### src/rtl/mixed_vec_pkg.sv
// Shared types and helpers for the mixed-width vector checker: element widths,
// lane masks, the test pattern constants and the run-state encoding.
package mixed_vec_pkg;

  localparam int unsigned LANE_MAX  = 64;
  localparam int unsigned ERR_CNT_W = 16;

  localparam logic [7:0] PAT_ITER_MUL = 8'h9D;
  localparam logic [7:0] PAT_ELEM_MUL = 8'h35;
  localparam logic [7:0] PAT_OFFSET   = 8'h01;

  typedef enum logic [2:0] {
    IDLE  = 3'd0,
    SEND  = 3'd1,
    WAIT  = 3'd2,
    CHECK = 3'd3,
    DONE  = 3'd4
  } state_e;

  // Element idx carries 8*(idx+1) meaningful bits, capped at the lane width.
  function automatic int unsigned elem_width(input int unsigned idx, input int unsigned max_w);
    int unsigned w;
    w = 8 * (idx + 1);
    return (w < max_w) ? w : max_w;
  endfunction

  function automatic logic [LANE_MAX-1:0] slot_mask(input int unsigned idx, input int unsigned max_w);
    logic [LANE_MAX-1:0] m;
    int unsigned         w;
    m = '0;
    w = elem_width(idx, max_w);
    for (int unsigned j = 0; j < LANE_MAX; j++) begin
      if (j < w) m[j] = 1'b1;
    end
    return m;
  endfunction

endpackage

### src/rtl/mixed_vec_pattern_gen.sv
// Combinational iteration -> packed vector of masked pattern elements; used
// both for the outgoing vector and for the expected value of the returned one.
module mixed_vec_pattern_gen
  import mixed_vec_pkg::*;
#(
  parameter int unsigned NUM_ELEMS = 4,
  parameter int unsigned MAX_W     = 32,
  parameter int unsigned ITER_W    = 4
) (
  input  logic [ITER_W-1:0]          iter_i,
  output logic [NUM_ELEMS*MAX_W-1:0] vec_c_o
);

  for (genvar e = 0; e < int'(NUM_ELEMS); e++) begin : g_elem
    localparam logic [MAX_W-1:0] MASK = MAX_W'(slot_mask(e, MAX_W));
    logic [7:0] byte_c;

    // Pattern arithmetic wraps at 8 bits before being zero-extended into the lane.
    assign byte_c = 8'(iter_i) * PAT_ITER_MUL + 8'(e) * PAT_ELEM_MUL + PAT_OFFSET;
    assign vec_c_o[e*MAX_W +: MAX_W] = MAX_W'(byte_c) & MASK;
  end

endmodule

### config.mk
export PLATFORM = sky130hd
export DESIGN_NAME = mixed_vec_pattern_gen
export DESIGN_NICKNAME = d
export VERILOG_FILES = /design/src/rtl/mixed_vec_pkg.sv /design/src/rtl/mixed_vec_pattern_gen.sv
export SDC_FILE = /design/constraint.sdc
export NUM_CORES = 1
export LEC_CHECK = 0
export BUFFER_PORTS_ARGS = -buffer_cell sky130_fd_sc_hd__buf_4
export CAP_MARGIN = 20
export CORE_MARGIN = 1.5
export CORE_UTILIZATION = 40
export DETAILED_ROUTE_END_ITERATION = 6
export PLACE_DENSITY_LB_ADDON = 0.3
export SYNTH_ARGS = -nofsm -noshare
export SYNTH_HDL_FRONTEND = slang
export SYNTH_SLANG_ARGS = --single-unit
export TNS_END_PERCENT = 50
### constraint.sdc
create_clock -name vclk -period 2.62
set_input_delay 0 -clock vclk [all_inputs]
set_output_delay 0 -clock vclk [all_outputs]
set_load 0.05 [all_outputs]
==> results of run 1 <==
critical path: stages:
cell	delay [ns]
buf_4	0.14
ha_1	0.31
fa_1	0.48
ha_1	0.32
buf_4	0.14
a211oi_2	0.24
xnor2_1	0.09
a31o_1	0.27
a21oi_2	0.16
xnor2_2	0.12
buf_4	0.21
per-layer routing:
layer,up-vias,track usage [%],part of all wire [%]
met5,-,0,0
met4,0,0,0
met3,0,0.521,11
met2,60,18.0,53
met1,421,12.1,36
li1,463,-,-
path summary, 6_finish.rpt:
path                  startpoint          end  slack (ns)
worst min-delay path   iter_i[0]  vec_c_o[32]        0.36
worst max-delay path   iter_i[1]  vec_c_o[39]        0.14
cells in the mapped netlist, drive strengths merged:
| library cell | number | area (µm²) |
|---|---|---|
| buf | 100 | 751 |
| ha | 18 | 225 |
| inv | 18 | 67.6 |
| xnor2 | 17 | 164 |
| xor2 | 8 | 77.6 |
| a21oi | 4 | 27.5 |
| fa | 4 | 80.1 |
| o21ai | 4 | 20.0 |
| a21o | 2 | 15.0 |
| nand3 | 2 | 10.0 |
| nor3 | 2 | 10.0 |
| a211oi | 1 | 12.5 |
| a31o | 1 | 8.76 |
| and2 | 1 | 6.26 |
| clkbuf | 1 | 3.75 |
| conb | 1 | 3.75 |
| nand2 | 1 | 3.75 |
| nand2b | 1 | 6.26 |
| nor2 | 1 | 3.75 |
| o21a | 1 | 7.51 |
| or3 | 1 | 6.26 |
area by class of cell:
class	count	area [µm²]	share of cell area [%]
Multi-Input combinational cell	165	1140	69.5
Timing Repair Buffer	47	369	22.5
Inverter	18	71.3	4.34
Tap cell	48	60.1	3.66
logic make-up (layout without fill, tap and decap cells):
| kind of cell | after synthesis | after routing | synth area share [%] |
|---|---|---|---|
| and+or+nand+nor | 9 | 9 | 3.07 |
| adders and majority gates | 22 | 22 | 20.2 |
| AOI/OAI and AO/OA | 13 | 13 | 6.05 |
| buffers and inverters | 119 | 65 | 54.4 |
| other | 1 | 96 | 0.248 |
| xor gates and xnor gates | 25 | 25 | 16.0 |
power groups by stage:
| stage | clock network (mW) | logic, mW | registers [mW] |
|---|---|---|---|
| finish | 0 | 1.85 | 0 |
| global route | 0 | 1.95 | 0 |
| CTS | 0 | 1.85 | 0 |
| detailed placement | 0 | 1.85 | 0 |
| global placement | 0 | 1.84 | 0 |
| floorplan | 0 | 1.53 | 0 |
per-stage QoR:
step	setup slack [ns]	utilization [%]	hold WS [ns]
detailed placement	-0.0387	44.8	0.361
global route	0.0108	45.2	0.368
floorplan	-0.253	-	0.167
finish	0.139	45.2	0.359
global placement	0.00736	44.8	0.358
CTS	0.0423	44.9	0.359
repair_timing:
action                                  CTS  global route
pin swaps                                 0             1
hold buffers                              0             0
resized for setup                         1             3
endpoints found under the setup margin    1             7
==> impl_metrics.ini, run 1 <==
[run_status]
status = completed

[timing]
setup_viol = 0
hold_viol_final = 0
max_freq_mhz = 403
fin_crit_sh_pct = 94.7
tns_ns = 0
slew_violations = 0
rsz0062_at_grt = false
final.min_clock_period_ns = 2.48

[power_and_ir_drop]
fin_total_pwr_mw = 1.85
power.internal_mw = 0.537
powerDensity_mw_per_mm2 = 1130
clkPwrFrac_pct = 0
p_sw_mw = 1.32
seqPwrFrac_pct = 0
leakage_nw = 0.955
ir_worst_vdd_mv = 0.328
comb_power_share_pct = 100.0
netSwitchingFraction_pct = 71.0

[grt]
grt_max_degree = 11
grt_pass1_vias = 745
antenna_found_initial = 0
gr-total-overflow = 0
gr-usage-all-layers_pct = 9.33
grt_pass1_wl_mm = 3.31

[synthesis]
yosys_warnings = 0
synth.avg_cell_area_um2 = 7.99
syn_area_mm2 = 0.00151
yosysSeqAreaShare_pct = 0
postSynthCellCount = 189
ys_types = 25

[hold_path]
min_path_cells = 2
hp-class = in2out

[critical_path]
cp.arrival_ns = 2.48
cp-end-kind = output pin
start_kind = input pin
worst_ep_required_time_ns = 2.62
path_class = in2out
crit_path_max_fanout = 6

[cells_and_area]
drive_gt1_share_pct = 29.1
final_common_cell = conb_1
stdcell_count = 278
n_antenna_cell = 0
design.seq.count = 0
nFillCells = 405
clock_buffers = 0
design_area_mm2 = 0.00164
area_growth_pct = 8.78
seq_area_um2 = 0
layout_common_cells = conb_1 (96), buf_4 (45), ha_1 (17)
nNetsFinal = 258

[die]
core_mm2 = 0.00363
boundaryPins = 132
rows = 22
start_util_pct = 41.6
die_h_um = 64.4
die_area_mm2 = 0.00415
die_w_um = 64.4

[route]
dr_total_vias = 944
drt-vias-per-instance = 3.40
routed_wl_mm = 2.11
wl_per_cell_um = 7.59
firstDrtPassIters = 4
route.detailed.drc = 0
antenna_left = 0
drtIter0Drc = 17

[placement]
io_buffers = 36
dp.cells = 278
place.detailed.hpwl_mm = 2.01
placed_area_mm2 = 0.00163
place_congestion = 0.789

[clock_network]
post_cts_buffers = 0

[run]
maxCapViolations = 0
No activity file was read; power rests on OpenSTA's default activity.
==> run 2, diff against run 1 <==
GPL_TIMING_DRIVEN = 0   (was not set)
==> run 2 against run 1 <==
Against the previous run:
- utilization up 20 points
- via count up 27%
- worst setup slack got worse by 0.066 ns
- maximum frequency down 2.6%
- critical endpoint unchanged
- wire length is 25% higher
==> impl_metrics.ini, run 2 (same netlist as run 1, synthesis figures left out) <==
[critical_path]
cp_slowest_cell = fa_1
cp_common_cell = ha_1
crit_path_end = vec_c_o[39]
crit_chain = buf_4 -> ha_1 -> fa_1 -> ha_1 -> a21o_1 -> a21oi_2 -> xnor2_2 -> buf_4 -> ha_1 -> a21oi_2 -> xnor2_2 -> buf_6
worst_ep_required_time_ns = 2.62
start_kind = input pin
cp-end-kind = output pin
max_stage_delay_ns = 0.48
path_class = in2out
crit_path_max_fanout = 8
startpoint = iter_i[1]
cp.arrival_ns = 2.55

[placement]
placed_area_mm2 = 0.00229
place_congestion = 0.744
place.detailed.hpwl_mm = 2.47
io_buffers = 36

[route]
drt-vias-per-instance = 3.22
drtIter0Drc = 12
route.detailed.drc = 0
wl_per_cell_um = 7.10
routed_wl_mm = 2.64
firstDrtPassIters = 4
antenna_left = 0
dr_total_vias = 1196

[clock_network]
cts_hold_buf = 0

[die]
boundaryPins = 132
die_h_um = 64.4
die_area_mm2 = 0.00415
rows = 22
die_w_um = 64.4
start_util_pct = 41.6
core_mm2 = 0.00363

[run_status]
status = completed

[timing]
final.min_clock_period_ns = 2.55
tns_ns = 0
fin_crit_sh_pct = 97.2
setup_viol = 0
max_freq_mhz = 393
whs_ns = 0.439
slew_violations = 0
hold_viol_final = 0
rsz0062_at_grt = true

[grt]
gr-usage-all-layers_pct = 10.7
grt_pass1_wl_mm = 3.77
grt_pass1_vias = 871
gr-total-overflow = 0
antenna_found_initial = 0
grt_max_degree = 11

[cells_and_area]
clock_buffers = 0
n_antenna_cell = 0
utilization_pct = 65.2
seq_area_um2 = 0
layout_common_cells = buf_4 (137), conb_1 (96), ha_1 (16)
design.seq.count = 0
nNetsFinal = 352
nFillCells = 335
final_common_cell = buf_4
design_area_mm2 = 0.00237
drive_gt1_share_pct = 50.0
area_growth_pct = 56.9

[hold_path]
hp-class = in2out
min_path_cells = 3

[power_and_ir_drop]
powerDensity_mw_per_mm2 = 841
ir_worst_vdd_mv = 0.302
fin_total_pwr_mw = 1.99
leakage_nw = 1.47

[run]
maxCapViolations = 0
## run 2: cell types whose count changed in the layout (fill, tap and decap cells not counted)
cell     delta
xnor2_4     +1
ha_2        +1
buf_4      +92
ha_1        -1
xnor2_2     -1
o21ai_0     -1
buf_6       +2
o21ai_1     +1
## run 2: critical path: cells and delay by family
kind	cells	cell delay, ns
AOI/OAI and AO/OA	3	0.53
xor gates and xnor gates	2	0.22
adders and majority gates	4	1.32
buffers and inverters	3	0.46
## run 2: worst min path at each step
stage	startpoint	endpoint	slack [ns]
2_1_floorplan	iter_i[0]	vec_c_o[32]	0.17
4_1_cts	iter_i[0]	vec_c_o[0]	0.45
3_3_place_gp	iter_i[0]	vec_c_o[0]	0.44
3_5_place_dp	iter_i[0]	vec_c_o[0]	0.45
6_report	iter_i[0]	vec_c_o[0]	0.44
5_1_grt	iter_i[0]	vec_c_o[0]	0.47
## run 2: final cells by class
cell class	instances	area, µm²	area share (%)
buffer	100	751	31.7
tap	48	60.1	2.53
multi-input combinational	165	1160	48.8
inverter	18	71.3	3.01
timing repair buffer	41	332	14.0
## run 2: stage by stage
stage                     setup slack [ns]  cells
after global placement              -0.257    368
after global routing               -0.0386    372
final                               0.0734    372
after CTS                           0.0120    372
after floorplan                     -0.253    284
after detailed placement            -0.329    368
## run 2: power breakdown
| part | leakage (nW) | switching, mW | total (mW) | internal (mW) |
|---|---|---|---|---|
| registers | 0 | 0 | 0 | 0 |
| clock network | 0 | 0 | 0 | 0 |
| logic | 1.47 | 1.34 | 1.99 | 0.652 |
| total | 1.47 | 1.34 | 1.99 | 0.652 |
## run 2: timing repair
action / 4_1_cts / 5_1_grt
pin swaps: 2 / 2
setup endpoints to repair: 6 / 5
endpoints found under the hold margin: 0 / 0
gates cloned: 0 / 0
buffers inserted: 5 / 0
gates resized for setup: 5 / 4
## run 2: metal layers
| layer | share of wire (%) | global-route usage, % |
|---|---|---|
| met1 | 34 | 11.1 |
| met3 | 9.7 | 1.39 |
| met2 | 57 | 23.6 |
| met4 | 0 | 0 |
| met5 | 0 | 0 |
